`config.mk`:
```
export PLATFORM = sky130hd
export DESIGN_NAME = memory_port_arbiter
export DESIGN_NICKNAME = d
export VERILOG_FILES = /design/src/rtl/memory_arbiter_pkg.sv /design/src/rtl/address_range_checker.sv /design/src/rtl/memory_port_arbiter.sv
export SDC_FILE = /design/constraint.sdc
export NUM_CORES = 1
export LEC_CHECK = 0
export ABC_AREA = 1
export BUFFER_PORTS_ARGS = -buffer_cell sky130_fd_sc_hd__buf_2
export CORE_ASPECT_RATIO = 0.6
export CORE_MARGIN = 5
export CORE_UTILIZATION = 43
export DETAILED_ROUTE_END_ITERATION = 10
export GPL_ROUTABILITY_DRIVEN = 0
export PLACE_DENSITY = 0.78
export SYNTH_ARGS = -nofsm -noshare
export SYNTH_HDL_FRONTEND = slang
export SYNTH_SLANG_ARGS = --single-unit
export TNS_END_PERCENT = 10
```
`constraint.sdc`:
```
create_clock -name clk -period 2 [get_ports clk]
set_clock_uncertainty 0.05 [all_clocks]
set_input_delay 0 -clock clk [delete_from_list [all_inputs] [get_ports clk]]
set_output_delay 0 -clock clk [all_outputs]
set_load 0.005 [all_outputs]
```
`src/rtl/memory_arbiter_pkg.sv`:
```
// Shared types and address map for the memory port arbiter.
package memory_arbiter_pkg;

    typedef enum logic [1:0] {
        ST_IDLE   = 2'd0,
        ST_ACCESS = 2'd1,
        ST_RESP   = 2'd2
    } arb_state_e;

    typedef enum logic {
        REQ_IF = 1'b0,
        REQ_D  = 1'b1
    } req_id_e;

    typedef enum logic [1:0] {
        REGION_NONE = 2'd0,
        REGION_ROM  = 2'd1,
        REGION_RAM  = 2'd2
    } region_e;

    localparam logic [31:0] ROM_BASE = 32'h0040_0000;
    localparam logic [31:0] RAM_BASE = 32'h1001_0000;

endpackage

```
`src/rtl/address_range_checker.sv`:
```
// Classifies a byte address into ROM/RAM/unmapped and flags illegal accesses
// (misaligned, unmapped, or a store into ROM).
module address_range_checker
    import memory_arbiter_pkg::*;
#(
    parameter int DATA_WIDTH   = 32,
    parameter int MEMORY_DEPTH = 32
) (
    input  logic [DATA_WIDTH-1:0] addr_i,
    input  logic                  we_i,
    output logic                  legal_o,
    output region_e               region_o
);

    localparam logic [DATA_WIDTH-1:0] SPAN   = DATA_WIDTH'(4 * MEMORY_DEPTH);
    localparam logic [DATA_WIDTH-1:0] ROM_LO = DATA_WIDTH'(ROM_BASE);
    localparam logic [DATA_WIDTH-1:0] RAM_LO = DATA_WIDTH'(RAM_BASE);

    // Offset compare keeps the upper bound from overflowing near the top of the map.
    always_comb begin
        region_o = REGION_NONE;
        if (addr_i >= ROM_LO && (addr_i - ROM_LO) < SPAN)
            region_o = REGION_ROM;
        else if (addr_i >= RAM_LO && (addr_i - RAM_LO) < SPAN)
            region_o = REGION_RAM;
        legal_o = (addr_i[1:0] == 2'b00) &&
                  ((region_o == REGION_RAM) || (region_o == REGION_ROM && !we_i));
    end

endmodule

```
`src/rtl/memory_port_arbiter.sv`:
```
// Round-robin arbiter sharing one single-ported memory between instruction fetch
// and data load/store; illegal requests are answered without touching memory.
module memory_port_arbiter
    import memory_arbiter_pkg::*;
#(
    parameter int DATA_WIDTH   = 32,
    parameter int MEMORY_DEPTH = 32,
    parameter int READ_LATENCY = 1
) (
    input  logic                  clk,
    input  logic                  reset,
    input  logic                  if_req_i,
    input  logic [DATA_WIDTH-1:0] if_addr_i,
    output logic                  if_ack_o,
    output logic [DATA_WIDTH-1:0] if_rdata_o,
    output logic                  if_err_o,
    input  logic                  d_req_i,
    input  logic                  d_we_i,
    input  logic [DATA_WIDTH-1:0] d_addr_i,
    input  logic [DATA_WIDTH-1:0] d_wdata_i,
    output logic                  d_ack_o,
    output logic [DATA_WIDTH-1:0] d_rdata_o,
    output logic                  d_err_o,
    output logic [DATA_WIDTH-1:0] mem_address_o,
    output logic                  mem_write_enable_o,
    output logic [DATA_WIDTH-1:0] mem_write_data_o,
    input  logic [DATA_WIDTH-1:0] mem_read_data_i
);

    localparam logic [2:0] LAT_LAST = 3'(READ_LATENCY - 1);

    arb_state_e            state_q, state_d;
    req_id_e               last_grant_q, last_grant_d;
    req_id_e               gnt_id_q, gnt_id_d;
    logic                  we_q, we_d;
    logic [2:0]            lat_cnt_q, lat_cnt_d;

    logic                  if_ack_q, if_ack_d, if_err_q, if_err_d;
    logic [DATA_WIDTH-1:0] if_rdata_q, if_rdata_d;
    logic                  d_ack_q, d_ack_d, d_err_q, d_err_d;
    logic [DATA_WIDTH-1:0] d_rdata_q, d_rdata_d;
    logic [DATA_WIDTH-1:0] mem_addr_q, mem_addr_d, mem_wdata_q, mem_wdata_d;
    logic                  mem_we_q, mem_we_d;

    req_id_e               pick;
    logic [DATA_WIDTH-1:0] pick_addr;
    logic                  pick_we, pick_legal;
    region_e               pick_region;
    logic [DATA_WIDTH-1:0] resp_data;

    // On a tie the requester that did not win last time gets the port.
    always_comb begin
        if (if_req_i && d_req_i)
            pick = (last_grant_q == REQ_D) ? REQ_IF : REQ_D;
        else
            pick = if_req_i ? REQ_IF : REQ_D;
        pick_addr = (pick == REQ_IF) ? if_addr_i : d_addr_i;
        pick_we   = (pick == REQ_D) && d_we_i;
    end

    address_range_checker #(
        .DATA_WIDTH   (DATA_WIDTH),
        .MEMORY_DEPTH (MEMORY_DEPTH)
    ) u_checker (
        .addr_i   (pick_addr),
        .we_i     (pick_we),
        .legal_o  (pick_legal),
        .region_o (pick_region)
    );

    assign resp_data = we_q ? '0 : mem_read_data_i;

    always_comb begin
        state_d      = state_q;
        last_grant_d = last_grant_q;
        gnt_id_d     = gnt_id_q;
        we_d         = we_q;
        lat_cnt_d    = lat_cnt_q;
        mem_addr_d   = mem_addr_q;
        mem_wdata_d  = mem_wdata_q;
        mem_we_d     = 1'b0;
        if_ack_d     = 1'b0;
        if_err_d     = 1'b0;
        if_rdata_d   = '0;
        d_ack_d      = 1'b0;
        d_err_d      = 1'b0;
        d_rdata_d    = '0;

        unique case (state_q)
            ST_IDLE: begin
                if (if_req_i || d_req_i) begin
                    gnt_id_d     = pick;
                    last_grant_d = pick;
                    we_d         = pick_we;
                    lat_cnt_d    = '0;
                    if (pick_legal) begin
                        state_d    = ST_ACCESS;
                        mem_addr_d = pick_addr;
                        mem_we_d   = pick_we;
                        if (pick_we && pick_region == REGION_RAM)
                            mem_wdata_d = d_wdata_i;
                    end else begin
                        // Rejected: answer straight away, memory port untouched.
                        state_d = ST_RESP;
                        if (pick == REQ_IF) begin
                            if_ack_d = 1'b1;
                            if_err_d = 1'b1;
                        end else begin
                            d_ack_d = 1'b1;
                            d_err_d = 1'b1;
                        end
                    end
                end
            end
            ST_ACCESS: begin
                if (we_q || lat_cnt_q == LAT_LAST) begin
                    state_d = ST_RESP;
                    if (gnt_id_q == REQ_IF) begin
                        if_ack_d   = 1'b1;
                        if_rdata_d = resp_data;
                    end else begin
                        d_ack_d   = 1'b1;
                        d_rdata_d = resp_data;
                    end
                end else begin
                    lat_cnt_d = lat_cnt_q + 3'd1;
                end
            end
            ST_RESP: state_d = ST_IDLE;
            default: state_d = ST_IDLE;
        endcase
    end

    always_ff @(posedge clk) begin
        if (reset) begin
            state_q      <= ST_IDLE;
            last_grant_q <= REQ_D;
            gnt_id_q     <= REQ_IF;
            we_q         <= 1'b0;
            lat_cnt_q    <= '0;
            mem_addr_q   <= '0;
            mem_wdata_q  <= '0;
            mem_we_q     <= 1'b0;
            if_ack_q     <= 1'b0;
            if_err_q     <= 1'b0;
            if_rdata_q   <= '0;
            d_ack_q      <= 1'b0;
            d_err_q      <= 1'b0;
            d_rdata_q    <= '0;
        end else begin
            state_q      <= state_d;
            last_grant_q <= last_grant_d;
            gnt_id_q     <= gnt_id_d;
            we_q         <= we_d;
            lat_cnt_q    <= lat_cnt_d;
            mem_addr_q   <= mem_addr_d;
            mem_wdata_q  <= mem_wdata_d;
            mem_we_q     <= mem_we_d;
            if_ack_q     <= if_ack_d;
            if_err_q     <= if_err_d;
            if_rdata_q   <= if_rdata_d;
            d_ack_q      <= d_ack_d;
            d_err_q      <= d_err_d;
            d_rdata_q    <= d_rdata_d;
        end
    end

    assign if_ack_o           = if_ack_q;
    assign if_err_o           = if_err_q;
    assign if_rdata_o         = if_rdata_q;
    assign d_ack_o            = d_ack_q;
    assign d_err_o            = d_err_q;
    assign d_rdata_o          = d_rdata_q;
    assign mem_address_o      = mem_addr_q;
    assign mem_write_enable_o = mem_we_q;
    assign mem_write_data_o   = mem_wdata_q;

endmodule

```
== Word level (Yosys, flattened, before mapping) ==
Cells that the tools add are included.
Word-level totals
  bits in writable memories: 0
  bits in latches: 0
  register bits after elaboration: 141
  bits of input ports: 133
  memory bits (read-only): 0
  memories kept: 0
  output and inout bits: 133
Operators by class
  add/sub/neg operators: 3
  shift-type cells: 0
  $mul: 0
  muxes and demuxes: 26
  reductions and logical operators: 24
  order comparisons: 4
  div/mod/pow operators: 0
  bitwise operators: 6
  eq/ne operators: 6
Operators by type and width (number)
  $lt A32 B8 Y1 const B: 2
  $mux W32: 2
  $ge A32 B23 Y1 const B: 1
  $ge A32 B29 Y1 const B: 1
  $sub A32 B23 Y32 const B: 1
  $sub A32 B29 Y32 const B: 1
  $mux W1: 13
  $reduce_or A4 Y1: 3
  $mux W2: 5
  $logic_and A1 B1 Y1: 7
  $mux W3: 2
  $ne A2 B2 Y1 const B: 3
  $not A1 Y1: 6
  $pmux W3 S2: 1
  $reduce_and A3 Y1: 2
  $eq A2 B1 Y1 const B: 2
  $logic_not A2 Y1: 2
  $pmux W1 S2: 2
  $pmux W2 S2: 1
  $reduce_and A2 Y1: 2
  $reduce_and A4 Y1: 1
  $add A3 B1 Y3 const B: 1
  $logic_not A3 Y1: 1
  $logic_or A1 B1 Y1: 3
  4 further kinds: 4

== Depth between registers and ports, before layout ==
Gate-level depths: netlist of run 1.
  depth in word-level cells: 15
  gate-level depth with buffers: 23
  mapped depth without buffers: 21

== By module ==
Synthesis of run 1 repeated with hierarchy kept, for this count alone.
Unflattened totals
  cell total of the unflattened synthesis: 793
  area total of the unflattened synthesis: 5765.5 um2
Modules (own cells, without submodules)
  memory_port_arbiter: instances 1, sequential area each 2822.7 um2, cells each 699, area each 5312.6 um2
  address_range_checker: instances 1, sequential area each 0.0 um2, cells each 94, area each 452.9 um2

== Worst setup path after synthesis of run 1 ==
OpenSTA, ideal clock, no wires.
  path type: register to register
  start point: register last_grant_q
  end point: register mem_wdata_q[10], in the netlist mem_write_data_o[10]
  arrival: 2.076 ns
  clock period less this slack: 2.239 ns
  data required time: 1.837 ns
  stages on the path, launching flop included: 19
  setup slack: -0.239 ns
  path buffers: 4
  cells stage by stage: dfxtp_1 > inv_2 > nand2_4 > nand2_4 > buf_6 > buf_4 > o21ai_1 > inv_1 > nor2_2 > nand2_1 > nor2_1 > nand2_1 > nor2_1 > nand4_1 > nand2b_1 > buf_6 > buf_2 > nor2_1 > nor2_1
Between the ends
  word-level cells in the longest chain between the ends: 13
RTL lines
  start, declared: line memory_port_arbiter.sv:33  | req_id_e last_grant_q, last_grant_d;
  start signal, assigned: line memory_port_arbiter.sv:152  | last_grant_q <= last_grant_d;
  $mux W1 (*): line memory_port_arbiter.sv:54  | pick = (last_grant_q == REQ_D) ? REQ_IF : REQ_D;
  $mux W1 (*): line memory_port_arbiter.sv:53  | if (if_req_i && d_req_i)
  $mux W32: line memory_port_arbiter.sv:57  | pick_addr = (pick == REQ_IF) ? if_addr_i : d_addr_i;
  $sub A32 B29 Y32: line address_range_checker.sv:24  | else if (addr_i >= RAM_LO && (addr_i - RAM_LO) < SPAN)
  $lt A32 B8 Y1: line address_range_checker.sv:24
  $logic_and A1 B1 Y1: line address_range_checker.sv:24
  $mux W2: line address_range_checker.sv:24
  $mux W2: line address_range_checker.sv:22  | if (addr_i >= ROM_LO && (addr_i - ROM_LO) < SPAN)
  $eq A2 B1 Y1: line address_range_checker.sv:27  | ((region_o == REGION_RAM) || (region_o == REGION_ROM && !we_i));
  $logic_and A1 B1 Y1: line address_range_checker.sv:27
  $logic_or A1 B1 Y1: line address_range_checker.sv:27
  $logic_and A1 B1 Y1: line address_range_checker.sv:26  | legal_o = (addr_i[1:0] == 2'b00) &&
  $reduce_and A4 Y1 (no line) (*)
  end signal, assigned: line memory_port_arbiter.sv:157  | mem_wdata_q <= mem_wdata_d;
  end, declared: line memory_port_arbiter.sv:42  | logic [DATA_WIDTH-1:0] mem_addr_q, mem_addr_d, mem_wdata_q, mem_wdata_d;
Mark *: on every way between the ends. The rest lies on a longest branch, timed or not.
A chain may end at the register's enable or synchronous reset.

== Worst setup path in the final report of run 1 ==
  start point: register last_grant_q
  end point: register mem_wdata_q[17], in the netlist mem_write_data_o[17]
The elaborated chain is that of the path after synthesis.

==> results.json, run 1 <==
{
  "holdCritStartpoint": "if_req_i",
  "critical_path.max_fanout": 9,
  "grt_pass1_vias": 6528,
  "drive_gt1_share_pct": 35.06,
  "area_fraction_of_the_dominant_cell_type_after_synthesis_pct": 45.35,
  "synth_area_per_cell_um2": 6.939,
  "fin_cells": 1514,
  "synth.largest_area_cell": "sky130_fd_sc_hd__dfxtp_1",
  "drt_iter0_markers": 644,
  "yosysSeqAreaShare_pct": 45.35,
  "flow.area_growth_from_synthesis_pct": 60.02,
  "timing.reg2reg.setup_slack_ns": -0.76,
  "max-cap-violations": 0,
  "clock_power_share_pct": 45.1,
  "first_pass_iters": 6,
  "cp_data_required_time_ns": 2.27,
  "setup_repair_after_global_routing_missed_its_margin": "true",
  "holdPathStages": 6,
  "fin_worst_hold_slack_ns": 0.1879,
  "placement_rows": 34,
  "cts_buffer_depth": 2,
  "max_clock_freq_mhz": 362.1,
  "relSlewSlack_pct": 56.84,
  "grtUsageTotal_pct": 23.75,
  "r2r-end": "mem_write_data_o[17]",
  "power.switching_fraction_pct": 26.61,
  "critical_path.endpoint_type": "flop",
  "route.antenna.remaining_nets": 0,
  "ys.warnings.count": 0,
  "wl_mm": 22.59,
  "reg2reg_from": "last_grant_q",
  "placed_cells_incl_taps": 1386,
  "postSynthRegisterBits": 141,
  "cts_sinks": 141,
  "postSynthNetCount": 1032,
  "ir_worst_vdd_mv": 0.5604,
  "total_switching_power_mw": 1.843,
  "die-width_um": 165.3,
  "power_per_cell_area_nw_per_um2": 695.2,
  "tritoncts": "yes",
  "clk_transition_reported_paths_ns": 0.07,
  "global_route.overflow_total": 0,
  "critPathKind": "flop to flop",
  "synth_top_cells_by_area": "sky130_fd_sc_hd__dfxtp_1 (45%), sky130_fd_sc_hd__nand2_1 (14%), sky130_fd_sc_hd__inv_1 (8.8%)",
  "sequential_cell_fraction_of_total_power_pct": 40.9,
  "nNetsFinal": 1437,
  "final.setup.worst_slack_ns": -0.7616,
  "final.period_utilization_pct": 138.1,
  "final.min_clock_period_ns": 2.762,
  "critical_path.startpoint_type": "flop",
  "worstPathCellList": "inv_4, nand2_8, buf_12, nand3_1, nand2_1, buf_4, nand2_1, nor2_4, nand2_1, nand2_1, nand3_1, nand2_1, nand4_1, nand2b_4, clkbuf_16, nand2_1, nand2_1, nor2_1",
  "post-route-drc-count": 0,
  "initial_utilization_pct": 43.42,
  "arrival_ns": 3.03,
  "setup_tns_ns": -45.55,
  "place_area_um2": 8145,
  "worst_r2r_path_depth": 18,
  "worst-slew-pin-transition_ns": 0.6474,
  "outcome": "finished, violations left",
  "cts_made_buffers": 17,
  "crit_top_cell": "sky130_fd_sc_hd__nand2_1",
  "timing.hold.worst_endpoint": "if_err_o",
  "core_area_um2": 14340,
  "floorplan.io_pins": 266,
  "mappedNetlistArea_um2": 6225,
  "antenna_found_initial": 0,
  "synth.distinct_cells": 33,
  "violations_in_the_final_reports": "setup timing",
  "num_vias": 7234,
  "die-area_um2": 17060,
  "static-leakage-power_nw": 5.586,
  "dpl_worst_slack_ns": -0.6407,
  "grt_start_max_net_pins": 66,
  "p_int_mw": 5.082,
  "portBuffers": 265,
  "routedWlPerCell_um": 14.92,
  "clock_tree.root_cell": "sky130_fd_sc_hd__clkbuf_16",
  "synthesis.instances": 897,
  "avgViaCountPerCell": 4.778,
  "hold_violations": 0,
  "finalMaxSlewViolations": 0,
  "detailed_placer_s_ending_hpwl_mm": 14.88,
  "fillerInstances": 1144,
  "grt_pass1_wl_mm": 32.33,
  "htreeDepth": 4,
  "largest_incremental_delay_on_the_critical_path_ns": 0.34,
  "combinational_power_share_pct": 14.1,
  "post-route-cell-area_um2": 9961,
  "die_height_um": 103.2,
  "hp-class": "input port to flop",
  "finalSetupViolCount": 71,
  "critical_path.slowest_cell": "sky130_fd_sc_hd__dfxtp_2",
  "clk-insertion-delay-late_ns": 0.39
}
routing by layer:
layer / vias to the layer above / track usage (%) / wire length (µm)
met2: 389 / 38.57 / 10370
li1: 3562 / - / -
met3: 41 / 7.129 / 2397
met1: 3242 / 31.56 / 9438
met4: 0 / 5.577 / 388
met5: - / 0 / 0
through the flow:
step           power [mW]  utilization, %
2_1_floorplan       3.278               -
3_3_place_gp        3.630           56.82
3_5_place_dp        3.638           56.82
4_1_cts             6.899           67.43
5_1_grt             7.197           69.46
6_report            6.925           69.48
worst max-delay path by stage:
stage | from | endpoint | slack [ns] | cells past startpoint
2_1_floorplan | last_grant_q | mem_write_data_o[0] | -0.22 | 19
4_1_cts | last_grant_q | mem_write_data_o[6] | -0.57 | 20
5_1_grt | last_grant_q | mem_write_data_o[19] | -0.85 | 20
6_report | last_grant_q | mem_write_data_o[17] | -0.76 | 18
3_3_place_gp | last_grant_q | mem_write_data_o[24] | -0.58 | 19
3_5_place_dp | last_grant_q | mem_write_data_o[19] | -0.64 | 19
final cells by class:
type                            count  area [µm²]  area share [%]
Antenna cell                        1       2.502         0.02512
Tap cell                          198       247.7           2.487
Clock inverter                     14       147.6           1.482
Inverter                          153       576.8           5.791
Multi-Input combinational cell    563        2799           28.10
Clock buffer                       18       439.2           4.409
Sequential cell                   141        2825           28.36
Timing Repair Buffer              426        2923           29.34
sequential cells by signal (all words and copies together) (netlist names):
| name | flops |
|---|---|
| gnt_id_q | 1 |
| mem_address_o | 32 |
| mem_write_enable_o | 1 |
| d_rdata_o | 32 |
| state_q | 2 |
| if_err_o | 1 |
| d_err_o | 1 |
| if_ack_o | 1 |
| lat_cnt_q | 3 |
| mem_write_data_o | 32 |
| we_q | 1 |
| d_ack_o | 1 |
| if_rdata_o | 32 |
| last_grant_q | 1 |
timing repair:
action,in CTS,in global routing
gates cloned,3,5
pin swaps,6,8
setup buffers,4,6
hold buffers,77,0
resized for setup,18,48
hold endpoints to repair,113,0
setup endpoints to repair,71,71
kinds of logic (layout without fill, tap and decap cells):
kind of cell               count (synthesis)  count (layout)  synth area share [%]
AOI/OAI and AO/OA                         21              21                 2.110
adders and majority gates                  2               2                0.4019
buffers and inverters                    196             611                 13.39
DFF                                      141             141                 45.35
muxes                                      5               5                0.8041
other                                      0               1                     0
and+or+nand+nor                          532             535                 37.95
synth_stat cells, drive strengths merged:
cell / instances
nand3b: 21
o211ai: 1
inv: 151
o31ai: 2
nand2b: 1
nand3: 64
nor2: 123
nand4: 12
nand2: 240
clkbuf: 20
ha: 2
buf: 23
nor3: 69
or2: 1
dfxtp: 141
clkinv: 2
a211oi: 2
o21ai: 7
mux2i: 5
and3: 1
a21oi: 9
critical path: cells and delay by family, from the launching register on:
family	cells	cell delay (ns)
buffers and inverters	4	0.53
and+or+nand+nor	14	1.77
DFF	1	0.34
layout by cell type, fill, tap and decap left out, types with 6 or more instances in the layout:
master / count
sky130_fd_sc_hd__a21oi_1: 7
sky130_fd_sc_hd__buf_12: 6
sky130_fd_sc_hd__buf_2: 265
sky130_fd_sc_hd__buf_4: 68
sky130_fd_sc_hd__clkbuf_16: 20
sky130_fd_sc_hd__dfxtp_1: 139
sky130_fd_sc_hd__dlygate4sd3_1: 77
sky130_fd_sc_hd__inv_1: 144
sky130_fd_sc_hd__inv_2: 6
sky130_fd_sc_hd__nand2_1: 211
sky130_fd_sc_hd__nand2_2: 25
sky130_fd_sc_hd__nand3_1: 62
sky130_fd_sc_hd__nand3b_1: 21
sky130_fd_sc_hd__nand4_1: 12
sky130_fd_sc_hd__nor2_1: 94
sky130_fd_sc_hd__nor2_2: 21
sky130_fd_sc_hd__nor2_4: 8
sky130_fd_sc_hd__nor3_1: 67
sky130_fd_sc_hd__o21ai_0: 6
power by group through the flow:
stage / Sequential [mW] / Combinational (mW) / Clock (mW)
2_1_floorplan: 2.89 / 0.386 / 0
3_5_place_dp: 2.89 / 0.745 / 0
6_report: 2.83 / 0.974 / 3.12
5_1_grt: 2.83 / 1.05 / 3.32
4_1_cts: 2.83 / 0.895 / 3.18
3_3_place_gp: 2.89 / 0.738 / 0
(Power assumes the default switching activity.)
==> run 2: changes to the inputs <==
==> constraint.sdc (replaced) <==
create_clock -name clk -period 2 [get_ports clk]
set_clock_uncertainty 0.05 [all_clocks]
set_input_delay 0 -clock clk [delete_from_list [all_inputs] [get_ports clk]]
set_output_delay 0 -clock clk [all_outputs]
set_load 0.1 [all_outputs]
==> run 2 against run 1 <==
The run still ends with setup timing left. Fmax is 3.0% lower. Routed wire length up 9.2%. Via count increased by 3.3%. Die area unchanged. Flip-flop and latch count is the same. Global-route usage increased by 1.6 points. First-iteration DRC count grew 1.6%. Sequential share of layout area is 1.4 points lower. Critical path depth grew 2. Clock-buffer cell count fell by 1. Register-to-register slack worse by 0.09 ns. Total power is 2.4% higher.
==> results.json, run 2 (same netlist as run 1, synthesis figures left out) <==
{
  "outcome": "finished, violations left",
  "violations_in_the_final_reports": "setup timing",
  "grt_pass1_vias": 7044,
  "initial_utilization_pct": 43.42,
  "power.switching_fraction_pct": 27.75,
  "flow.area_growth_from_synthesis_pct": 68.54,
  "cts_made_buffers": 17,
  "worstSetupEndpoint": "mem_write_data_o[11]",
  "cp_data_required_time_ns": 2.24,
  "floorplan.io_pins": 266,
  "ir_worst_vdd_mv": 0.6460,
  "nNetsFinal": 1450,
  "relSlewSlack_pct": 56.08,
  "antenna_found_initial": 1,
  "holdCritStartpoint": "d_addr_i[22]",
  "htreeDepth": 4,
  "first_pass_iters": 6,
  "num_vias": 7472,
  "final.min_clock_period_ns": 2.847,
  "layout_common_cells": "sky130_fd_sc_hd__buf_2 (265), sky130_fd_sc_hd__nand2_1 (176), sky130_fd_sc_hd__dfxtp_1 (139), sky130_fd_sc_hd__inv_1 (136), sky130_fd_sc_hd__nor2_1 (89)",
  "post-route-drc-count": 0,
  "route.antenna.remaining_nets": 0,
  "avgViaCountPerCell": 4.896,
  "static-leakage-power_nw": 5.730,
  "hp-class": "input port to flop",
  "tritoncts": "yes",
  "die-width_um": 165.3,
  "cts_sinks": 141,
  "clk-insertion-delay-late_ns": 0.40,
  "fin_cells": 1526,
  "power_per_cell_area_nw_per_um2": 675.9,
  "cp_num_buf_inv": 5,
  "critPathKind": "flop to flop",
  "core_area_um2": 14340,
  "cts_buffer_depth": 2,
  "critical_path.max_fanout": 12,
  "critical_path.startpoint_type": "flop",
  "timing.critical_path.from": "last_grant_q",
  "finalMaxSlewViolations": 0,
  "max-cap-violations": 0,
  "finalSetupViolCount": 71,
  "die_height_um": 103.2,
  "max_clock_freq_mhz": 351.3,
  "wl_mm": 24.67,
  "final_common_cell": "sky130_fd_sc_hd__buf_2",
  "critical_path.slowest_cell": "sky130_fd_sc_hd__dfxtp_2",
  "total_switching_power_mw": 1.967,
  "arrival_ns": 3.09,
  "die-area_um2": 17060,
  "clock_power_share_pct": 43.1,
  "timing.reg2reg.setup_slack_ns": -0.85,
  "setup_repair_after_global_routing_missed_its_margin": "true",
  "multi_input_area_um2": 3129,
  "drive_gt1_share_pct": 40.92,
  "final.period_utilization_pct": 142.3,
  "worst-slew-pin-transition_ns": 0.6588,
  "fillerInstances": 983,
  "grtUsageTotal_pct": 25.38,
  "p_int_mw": 5.124,
  "drt_iter0_markers": 654,
  "worst_r2r_path_depth": 20,
  "global_route.overflow_total": 0,
  "clk_transition_reported_paths_ns": 0.06,
  "placement_rows": 34,
  "hold_violations": 0,
  "largest_delay_share_family_worst_path": "simple AND/OR/NAND/NOR gates",
  "final.setup.worst_slack_ns": -0.8469,
  "sequential_cell_fraction_of_total_power_pct": 39.9,
  "combinational_power_share_pct": 16.9,
  "routedWlPerCell_um": 16.17,
  "cp.depth": 20,
  "portBuffers": 265,
  "largest_incremental_delay_on_the_critical_path_ns": 0.34,
  "clock_tree.root_cell": "sky130_fd_sc_hd__clkbuf_16",
  "grt_pass1_wl_mm": 34.67,
  "reg2reg_from": "last_grant_q",
  "dpl_worst_slack_ns": -0.6284,
  "placed_cells_incl_taps": 1377,
  "grt_start_max_net_pins": 66,
  "critical_path.endpoint_type": "flop",
  "ff_latch_area_um2": 2825,
  "worstPathCellList": "clkinv_4, nand2_8, nand2_8, buf_8, nand2_4, nand2_4, nor2_4, nand2_2, nor2_4, buf_6, nor2_2, buf_4, nand2_1, nand2_1, nor2_1, nand4_1, nand2b_4, buf_12, nor2_1, nor2_2",
  "r2r-end": "mem_write_data_o[11]",
  "detailed_placer_s_ending_hpwl_mm": 14.38
}
[run 2: cell count changes in the layout (fill, tap and decap cells not counted), moves of 6 or more]
| cell | previous run | this run |
|---|---|---|
| sky130_fd_sc_hd__nand3_2 | 2 | 21 |
| sky130_fd_sc_hd__nand2_4 | 2 | 16 |
| sky130_fd_sc_hd__nand3_1 | 62 | 41 |
| sky130_fd_sc_hd__nand2_1 | 211 | 176 |
| sky130_fd_sc_hd__buf_6 | 4 | 10 |
| sky130_fd_sc_hd__nand2_2 | 25 | 46 |
| sky130_fd_sc_hd__inv_1 | 144 | 136 |
| sky130_fd_sc_hd__inv_2 | 6 | 14 |
| sky130_fd_sc_hd__buf_16 | 1 | 7 |
[run 2: per-layer routing]
layer	up-vias	track usage, %	share of wire [%]
met5	-	0	0
met4	0	5.703	2.9
met3	68	8.000	9.9
met2	372	43.05	48
met1	3441	32.14	39
li1	3591	-	-
[run 2: worst reg2reg max path: stages, from the launching register on]
cell	delay, ns
sky130_fd_sc_hd__dfxtp_2	0.34
sky130_fd_sc_hd__clkinv_4	0.09
sky130_fd_sc_hd__nand2_8	0.14
sky130_fd_sc_hd__nand2_8	0.10
sky130_fd_sc_hd__buf_8	0.17
sky130_fd_sc_hd__nand2_4	0.06
sky130_fd_sc_hd__nand2_4	0.06
sky130_fd_sc_hd__nor2_4	0.13
sky130_fd_sc_hd__nand2_2	0.11
sky130_fd_sc_hd__nor2_4	0.19
sky130_fd_sc_hd__buf_6	0.12
sky130_fd_sc_hd__nor2_2	0.04
sky130_fd_sc_hd__buf_4	0.13
sky130_fd_sc_hd__nand2_1	0.05
sky130_fd_sc_hd__nand2_1	0.06
sky130_fd_sc_hd__nor2_1	0.10
sky130_fd_sc_hd__nand4_1	0.15
sky130_fd_sc_hd__nand2b_4	0.26
sky130_fd_sc_hd__buf_12	0.18
sky130_fd_sc_hd__nor2_1	0.16
sky130_fd_sc_hd__nor2_2	0.06
[run 2: repair_timing]
action                                  4_1_cts  5_1_grt
hold buffers                                 76        0
hold endpoints to repair                    113        0
resized for setup                           101       70
cloned                                       10        3
endpoints found under the setup margin       71       79
pin swaps                                    29       27
buffers inserted                             15       13
[run 2: final cells by class]
| type | count | share of cell area, % |
|---|---|---|
| Antenna cell | 1 | 0.02385 |
| Clock buffer | 17 | 4.055 |
| Clock inverter | 14 | 1.395 |
| Inverter | 153 | 5.522 |
| Multi-Input combinational cell | 563 | 29.83 |
| Sequential cell | 141 | 26.93 |
| Tap cell | 198 | 2.361 |
| Timing Repair Buffer | 439 | 29.89 |
[run 2: worst min path at each step]
stage,endpoint,cells after the start
2_1_floorplan,mem_write_data_o[0],2
3_3_place_gp,mem_write_data_o[4],3
3_5_place_dp,mem_write_data_o[31],3
4_1_cts,mem_address_o[22],6
5_1_grt,state_q[1],5
6_report,mem_address_o[22],6
[run 2: metrics by stage]
step	hold slack, ns	total power, mW	cell area, µm²	setup TNS, ns	util [%]
final	0.1265	7.091	10490	-53.03	73.18
after global routing	0.1559	7.353	10490	-61.15	73.18
after CTS	0.05864	7.009	10100	-33.27	70.46
after detailed placement	0.1786	3.652	8060	-40.97	56.22
after global placement	0.1713	3.649	8060	-40.77	56.22
after floorplan	0.08492	3.318	6275	-13.16	-
[run 2: power by group through the flow]
stage          combinational [mW]  clock [mW]  sequential (mW)
6_report                     1.20        3.06             2.83
5_1_grt                      1.28        3.25             2.83
4_1_cts                      1.07        3.11             2.83
3_5_place_dp                0.759           0             2.89
3_3_place_gp                0.756           0             2.89
2_1_floorplan               0.389           0             2.93
